$ cat src/rtl/riscvsoc_bus_arbiter_if.sv
// Bundle of the arbiter's master-facing and slave-facing bus signals.
// The "master" modport is the arbiter's view (it masters the system bus); "slave" is the environment's view.
interface riscvsoc_bus_arbiter_if #(
    parameter int NM = 3,
    parameter int AW = 32,
    parameter int DW = 32
);
    logic [NM-1:0]        m_req;
    logic [NM-1:0]        m_we;
    logic [NM*AW-1:0]     m_addr;
    logic [NM*DW-1:0]     m_wdata;
    logic [NM*DW/8-1:0]   m_wstrb;
    logic [NM-1:0]        m_ack;
    logic                 m_err;
    logic [DW-1:0]        m_rdata;
    logic                 s_req;
    logic                 s_we;
    logic [AW-1:0]        s_addr;
    logic [DW-1:0]        s_wdata;
    logic [DW/8-1:0]      s_wstrb;
    logic                 s_ack;
    logic [DW-1:0]        s_rdata;
    logic                 busy;
    logic [2:0]           grant_id;

    modport master (
        input  m_req, m_we, m_addr, m_wdata, m_wstrb, s_ack, s_rdata,
        output m_ack, m_err, m_rdata, s_req, s_we, s_addr, s_wdata, s_wstrb,
               busy, grant_id
    );

    modport slave (
        output m_req, m_we, m_addr, m_wdata, m_wstrb, s_ack, s_rdata,
        input  m_ack, m_err, m_rdata, s_req, s_we, s_addr, s_wdata, s_wstrb,
               busy, grant_id
    );
endinterface

$ cat src/rtl/riscvsoc_bus_arbiter.sv
// Round-robin arbiter serialising NM bus masters onto one slave port,
// with a bounded wait for the slave acknowledge.
module riscvsoc_bus_arbiter #(
    parameter int NM      = 3,
    parameter int AW      = 32,
    parameter int DW      = 32,
    parameter int TIMEOUT = 255
) (
    input  logic                   clk,
    input  logic                   rst_n,
    riscvsoc_bus_arbiter_if.master bus
);
    localparam int SW = DW / 8;
    localparam int CW = (TIMEOUT < 2) ? 1 : $clog2(TIMEOUT + 1);
    localparam logic [DW-1:0] ERR_DATA = DW'(32'hDEADBEEF);

    typedef enum logic [1:0] {ST_IDLE, ST_BUSY, ST_DONE} state_t;

    state_t          r_state;
    state_t          w_state_next;
    logic [2:0]      r_last;
    logic [2:0]      r_grant;
    logic [CW-1:0]   r_cnt;
    logic            r_we;
    logic [AW-1:0]   r_addr;
    logic [DW-1:0]   r_wdata;
    logic [SW-1:0]   r_wstrb;
    logic [DW-1:0]   r_rdata;
    logic            r_err;

    // Per-master views padded to 8 entries so a 3-bit index is always exact.
    logic [7:0]      w_req_pad;
    logic [7:0]      w_we_pad;
    logic [AW-1:0]   w_addr_pad  [8];
    logic [DW-1:0]   w_wdata_pad [8];
    logic [SW-1:0]   w_wstrb_pad [8];

    logic            w_found;
    logic [2:0]      w_winner;
    logic [3:0]      w_sum;
    logic            w_timeout;

    genvar gi;
    generate
        for (gi = 0; gi < 8; gi++) begin : g_unpack
            if (gi < NM) begin : g_real
                assign w_req_pad[gi]   = bus.m_req[gi];
                assign w_we_pad[gi]    = bus.m_we[gi];
                assign w_addr_pad[gi]  = bus.m_addr[gi*AW +: AW];
                assign w_wdata_pad[gi] = bus.m_wdata[gi*DW +: DW];
                assign w_wstrb_pad[gi] = bus.m_wstrb[gi*SW +: SW];
            end else begin : g_pad
                assign w_req_pad[gi]   = 1'b0;
                assign w_we_pad[gi]    = 1'b0;
                assign w_addr_pad[gi]  = '0;
                assign w_wdata_pad[gi] = '0;
                assign w_wstrb_pad[gi] = '0;
            end
        end
    endgenerate

    // Search last+1 .. last+NM (mod NM); the first requester found wins.
    always_comb begin
        w_found  = 1'b0;
        w_winner = '0;
        w_sum    = '0;
        for (int k = 1; k <= NM; k++) begin
            w_sum = {1'b0, r_last} + 4'(k);
            if (w_sum >= 4'(NM)) begin
                w_sum = w_sum - 4'(NM);
            end
            if (!w_found && w_req_pad[w_sum[2:0]]) begin
                w_found  = 1'b1;
                w_winner = w_sum[2:0];
            end
        end
    end

    assign w_timeout = (TIMEOUT != 0) && (r_cnt == CW'(TIMEOUT));

    always_ff @(posedge clk or negedge rst_n) begin
        if (!rst_n) begin
            r_state <= ST_IDLE;
        end else begin
            r_state <= w_state_next;
        end
    end

    always_comb begin
        w_state_next = r_state;
        case (r_state)
            ST_IDLE: if (w_found) w_state_next = ST_BUSY;
            ST_BUSY: if (bus.s_ack || w_timeout) w_state_next = ST_DONE;
            ST_DONE: w_state_next = ST_IDLE;
            default: w_state_next = ST_IDLE;
        endcase
    end

    always_ff @(posedge clk or negedge rst_n) begin
        if (!rst_n) begin
            r_last  <= 3'(NM - 1);
            r_grant <= '0;
            r_cnt   <= '0;
            r_we    <= 1'b0;
            r_addr  <= '0;
            r_wdata <= '0;
            r_wstrb <= '0;
            r_rdata <= '0;
            r_err   <= 1'b0;
        end else begin
            case (r_state)
                ST_IDLE: begin
                    if (w_found) begin
                        r_we    <= w_we_pad[w_winner];
                        r_addr  <= w_addr_pad[w_winner];
                        r_wdata <= w_wdata_pad[w_winner];
                        r_wstrb <= w_wstrb_pad[w_winner];
                        r_grant <= w_winner;
                        r_last  <= w_winner;
                        r_cnt   <= '0;
                    end
                end
                ST_BUSY: begin
                    // An ack arriving on the limit cycle still counts as success.
                    if (bus.s_ack) begin
                        r_rdata <= bus.s_rdata;
                        r_err   <= 1'b0;
                    end else if (w_timeout) begin
                        r_rdata <= ERR_DATA;
                        r_err   <= 1'b1;
                    end else begin
                        r_cnt   <= r_cnt + 1'b1;
                    end
                end
                default: ;
            endcase
        end
    end

    assign bus.s_req    = (r_state == ST_BUSY);
    assign bus.busy     = (r_state != ST_IDLE);
    assign bus.s_we     = r_we;
    assign bus.s_addr   = r_addr;
    assign bus.s_wdata  = r_wdata;
    assign bus.s_wstrb  = r_wstrb;
    assign bus.m_rdata  = r_rdata;
    assign bus.m_err    = r_err && (r_state == ST_DONE);
    assign bus.grant_id = r_grant;

    generate
        for (gi = 0; gi < NM; gi++) begin : g_ack
            assign bus.m_ack[gi] = (r_state == ST_DONE) && (r_grant == 3'(gi));
        end
    endgenerate
endmodule

$ cat src/flat_wrapper.sv
// flat-port wrapper written by rule: the top's interface ports become plain ports
module riscvsoc_bus_arbiter_flat 
#(
    parameter int NM      = 3,
    parameter int AW      = 32,
    parameter int DW      = 32,
    parameter int TIMEOUT = 255
)
  (clk, rst_n, bus_m_req, bus_m_we, bus_m_addr, bus_m_wdata, bus_m_wstrb, bus_s_ack, bus_s_rdata, bus_m_ack, bus_m_err, bus_m_rdata, bus_s_req, bus_s_we, bus_s_addr, bus_s_wdata, bus_s_wstrb, bus_busy, bus_grant_id);
  riscvsoc_bus_arbiter_if #(.NM(NM), .AW(AW), .DW(DW)) bus_i ();
  input  logic clk;
  input  logic rst_n;
  input wire logic [$bits(bus_i.m_req)-1:0] bus_m_req;
  input wire logic [$bits(bus_i.m_we)-1:0] bus_m_we;
  input wire logic [$bits(bus_i.m_addr)-1:0] bus_m_addr;
  input wire logic [$bits(bus_i.m_wdata)-1:0] bus_m_wdata;
  input wire logic [$bits(bus_i.m_wstrb)-1:0] bus_m_wstrb;
  input wire logic [$bits(bus_i.s_ack)-1:0] bus_s_ack;
  input wire logic [$bits(bus_i.s_rdata)-1:0] bus_s_rdata;
  output wire logic [$bits(bus_i.m_ack)-1:0] bus_m_ack;
  output wire logic [$bits(bus_i.m_err)-1:0] bus_m_err;
  output wire logic [$bits(bus_i.m_rdata)-1:0] bus_m_rdata;
  output wire logic [$bits(bus_i.s_req)-1:0] bus_s_req;
  output wire logic [$bits(bus_i.s_we)-1:0] bus_s_we;
  output wire logic [$bits(bus_i.s_addr)-1:0] bus_s_addr;
  output wire logic [$bits(bus_i.s_wdata)-1:0] bus_s_wdata;
  output wire logic [$bits(bus_i.s_wstrb)-1:0] bus_s_wstrb;
  output wire logic [$bits(bus_i.busy)-1:0] bus_busy;
  output wire logic [$bits(bus_i.grant_id)-1:0] bus_grant_id;
  assign bus_i.m_req = bus_m_req;
  assign bus_i.m_we = bus_m_we;
  assign bus_i.m_addr = bus_m_addr;
  assign bus_i.m_wdata = bus_m_wdata;
  assign bus_i.m_wstrb = bus_m_wstrb;
  assign bus_i.s_ack = bus_s_ack;
  assign bus_i.s_rdata = bus_s_rdata;
  assign bus_m_ack = bus_i.m_ack;
  assign bus_m_err = bus_i.m_err;
  assign bus_m_rdata = bus_i.m_rdata;
  assign bus_s_req = bus_i.s_req;
  assign bus_s_we = bus_i.s_we;
  assign bus_s_addr = bus_i.s_addr;
  assign bus_s_wdata = bus_i.s_wdata;
  assign bus_s_wstrb = bus_i.s_wstrb;
  assign bus_busy = bus_i.busy;
  assign bus_grant_id = bus_i.grant_id;
  riscvsoc_bus_arbiter #(.NM(NM), .AW(AW), .DW(DW), .TIMEOUT(TIMEOUT)) u_core (.clk(clk), .rst_n(rst_n), .bus(bus_i));
endmodule
$ cat config.mk
export PLATFORM = sky130hd
export DESIGN_NAME = riscvsoc_bus_arbiter_flat
export DESIGN_NICKNAME = d
export VERILOG_FILES = /design/src/rtl/riscvsoc_bus_arbiter_if.sv /design/src/rtl/riscvsoc_bus_arbiter.sv /design/src/flat_wrapper.sv
export SDC_FILE = /design/constraint.sdc
export NUM_CORES = 1
export LEC_CHECK = 0
export BUFFER_PORTS_ARGS = -buffer_cell sky130_fd_sc_hd__buf_2
export CORE_AREA = 5 5 133 135
export CTS_BUF_LIST = sky130_fd_sc_hd__clkbuf_8
export DETAILED_ROUTE_END_ITERATION = 8
export DIE_AREA = 0 0 138 140
export PLACE_DENSITY = 0.77
export SKIP_CTS_REPAIR_TIMING = 1
export SYNTH_ARGS = -nofsm -noshare
export SYNTH_HDL_FRONTEND = slang
export SYNTH_SLANG_ARGS = --single-unit
$ cat constraint.sdc
create_clock -name clk -period 2.9 [get_ports clk]
set_input_delay 0.87 -clock clk [delete_from_list [all_inputs] [get_ports clk]]
set_output_delay 0.87 -clock clk [all_outputs]
set_load 0.005 [all_outputs]
==> metrics.txt <==
run status=complete, but fails checks; failing checks=setup timing; crit path cell chain=inv_4 -> ha_4 -> mux4_2 -> o32ai_4 -> nand2_2 -> buf_6 -> a22oi_2 -> buf_12 -> buf_8 -> buf_6 -> a211oi_2 -> o21ai_1; startpoint type of the worst setup path=flip-flop; P per Cell Area=1790 nW/µm²; synth top area cells=dfrtp_1 (45%), a211oi_1 (8.2%), o21ai_0 (6.0%); share of cells above drive strength 1=53.9%; syn_area_per_cell=9.27 µm²; die height=140 µm; Synth Instances=688; final WL=26000 µm; routed length per instance=19.4 µm; CP delay by family, top=compound AO/OA/AOI/OAI gates; ANT nets after route=0; DRC=0; Clk pin slew, worst setup/hold paths=0.08 ns; synth warn=0; Max-cap violations=0; wl on met1=10500 µm; first-pass GRT wire length=36000 µm; CP max stage delay=0.56 ns; Most common cell on crit path=buf_6; Setup Crit Path Kind=reg2reg; fin nets=1364; area share of the largest cell type after synthesis=45.1%; routed vias/inst=5.27; GPL Wtd Cong=0.913; First-pass DRT Iterations=5; Port Buf Inserts=354; predominant post-synthesis flop cell=dfrtp_1; fin crit share=104%; die area=19300 µm²; WL met2=13200 µm; Final WS setup=-0.127 ns; r2r setup slk=-0.13 ns; Final Cell Area=10400 µm²; clock latency on the worst-skew pair=0.44 ns; Yosys reg bits=116; slowest CP cell=dfstp_2; capturing point of the worst reg2reg path=u_core.bus.s_addr[18]; vias in the first global route=6936; critical path fanouts, max=8; Final Core Density=63.6%; Leakage Power=4.89 nW; largest net degree at the start of global routing=60; GR Overflow Total=0; Syn Nets=942; EDFF count, synth=0; critical path endpoint category=flip-flop; placed cell area=8930 µm²; Worst-Margin Slew=0.868 ns; Max Buffers Root-to-Sink=2; drt initial violations=461; top cells by count, synth=dfrtp_1 (115), nand2_1 (83), o21ai_0 (76), a211oi_1 (70), o21ai_1 (70); Slew HR=42.0%; FMAX=0.330 GHz; hpwl dp=17700 µm; Die Wd=138 µm; final hold viol count=0; CTS tree=done; max-slew violations=0; worst hold path type=in2async; TritonCTS buffer count=17; Ports=355; crit path launch=u_core.r_last[1]; Worst EP arrival=3.38 ns; H-tree levels=4; cell taking the most area after synthesis=dfrtp_1; ys async rst share=100%; Core Area=16300 µm²; Detail Route met3 WL=1680 µm; Power, Total=0.0187 W; CTS Sinks=116; RSZ-0062 raised after global routing=yes; count leader, synth=dfrtp_1; Final setup viols=74; Max Clock Skew=0.0135 ns; RR Startpoint=u_core.r_last[1]; hold_ws=0.402 ns; post-synthesis cell type count=58; initial antenna violation count=0; path depth of the worst reg2reg path=12; Area Overhead vs Synth=63.2%; min Tclk post-route=3.03 ns; Root Buffer=clkbuf_8; initial core utilization=39.0%; worst IR drop on VDD=1190 µV; total track usage=23.0%; Req. time, crit path=3.26 ns; row cnt=47; Worst Path Buf+Inv=5; Synth Cell Area=6380 µm²; Top Layer Used=met4; sequential fraction of the synthesis area=45.5%; via count=7072
per-stage QoR:
stage          TNS (ns)  cells  setup slack [ns]
3_3_place_gp     -12.99   1282            -0.280
5_1_grt          -14.63   1342            -0.261
3_5_place_dp     -16.78   1282            -0.334
2_1_floorplan     -2.27    688           -0.0405
4_1_cts          -16.66   1313            -0.327
6_report          -4.73   1343            -0.127
layer usage:
| metal | global-route usage (%) | vias up |
|---|---|---|
| met1 | 27.9 | 3402 |
| met4 | 8.37 | 0 |
| li1 | - | 3310 |
| met3 | 6.58 | 61 |
| met5 | 0 | - |
| met2 | 39.0 | 299 |
worst max path at each step:
stage / end / slack (ns) / cells past startpoint
final: u_core.bus.s_addr[18] / -0.13 / 12
after CTS: u_core.bus.s_wdata[9] / -0.33 / 10
after floorplan: u_core.bus.s_addr[0] / -0.04 / 14
after global placement: u_core.bus.s_wdata[9] / -0.28 / 10
after global routing: u_core.bus.s_wdata[9] / -0.26 / 15
after detailed placement: u_core.bus.s_wdata[9] / -0.33 / 10
power breakdown:
part           switching (W)  internal [W]  total [W]
sequential          0.000443       0.00246    0.00290
clock               0.000739      0.000764    0.00150
combinational        0.00734       0.00692     0.0143
total                0.00852        0.0101     0.0187
layout make-up:
cell class,count,area [µm²]
clock inverter,14,154
fill,1345,5940
tap,220,275
antenna,1,2.50
clock buffer,17,234
sequential,116,2900
multi-input combinational,502,3760
inverter,12,47.5
timing repair buffer,461,3030
registers in the layout, indices dropped and copies added, names as in the netlist:
| signal | count |
|---|---|
| u_core.bus.s_wstrb | 4 |
| u_core.r_last | 3 |
| u_core.bus.m_rdata | 32 |
| u_core.bus.s_addr | 32 |
| u_core.bus.s_we | 1 |
| u_core.bus.s_wdata | 32 |
| u_core.r_state | 2 |
| u_core.r_err | 1 |
| u_core.bus.grant_id | 1 |
| u_core.r_cnt | 8 |
worst reg2reg max path, delay by kind of cell (launching register included):
kind	cells	cell delay, ns
AND/OR/NAND/NOR	1	0.13
multiplexers	1	0.53
buffers and inverters	5	0.65
adder cells (fa/ha/maj)	1	0.30
flip-flops	1	0.56
AO/OA/AOI/OAI	4	0.79
cells in the final DEF (no fill, tap or decap), drive strengths merged, types with 5 or more instances in the layout:
master and instances:
clkinvlp 6, a22o 10, nand2 83, xnor2 11, clkbuf 27, o22a 24
dfrtp 115, a211oi 72, nor2b 54, nand3 5, inv 14, nor3 9
o21ai 146, nor2 19, and2b 15, ha 9, buf 451, a21oi 5
kinds of logic after synthesis:
| family | count (synthesis) | synth area share [%] |
|---|---|---|
| AOI/OAI and AO/OA | 274 | 27.9 |
| xor gates and xnor gates | 14 | 2.37 |
| adders and majority gates | 9 | 1.77 |
| buffers and inverters | 70 | 5.69 |
| DFF | 116 | 45.5 |
| muxes | 3 | 0.687 |
| and+or+nand+nor | 202 | 16.0 |
(Power assumes the default switching activity.)
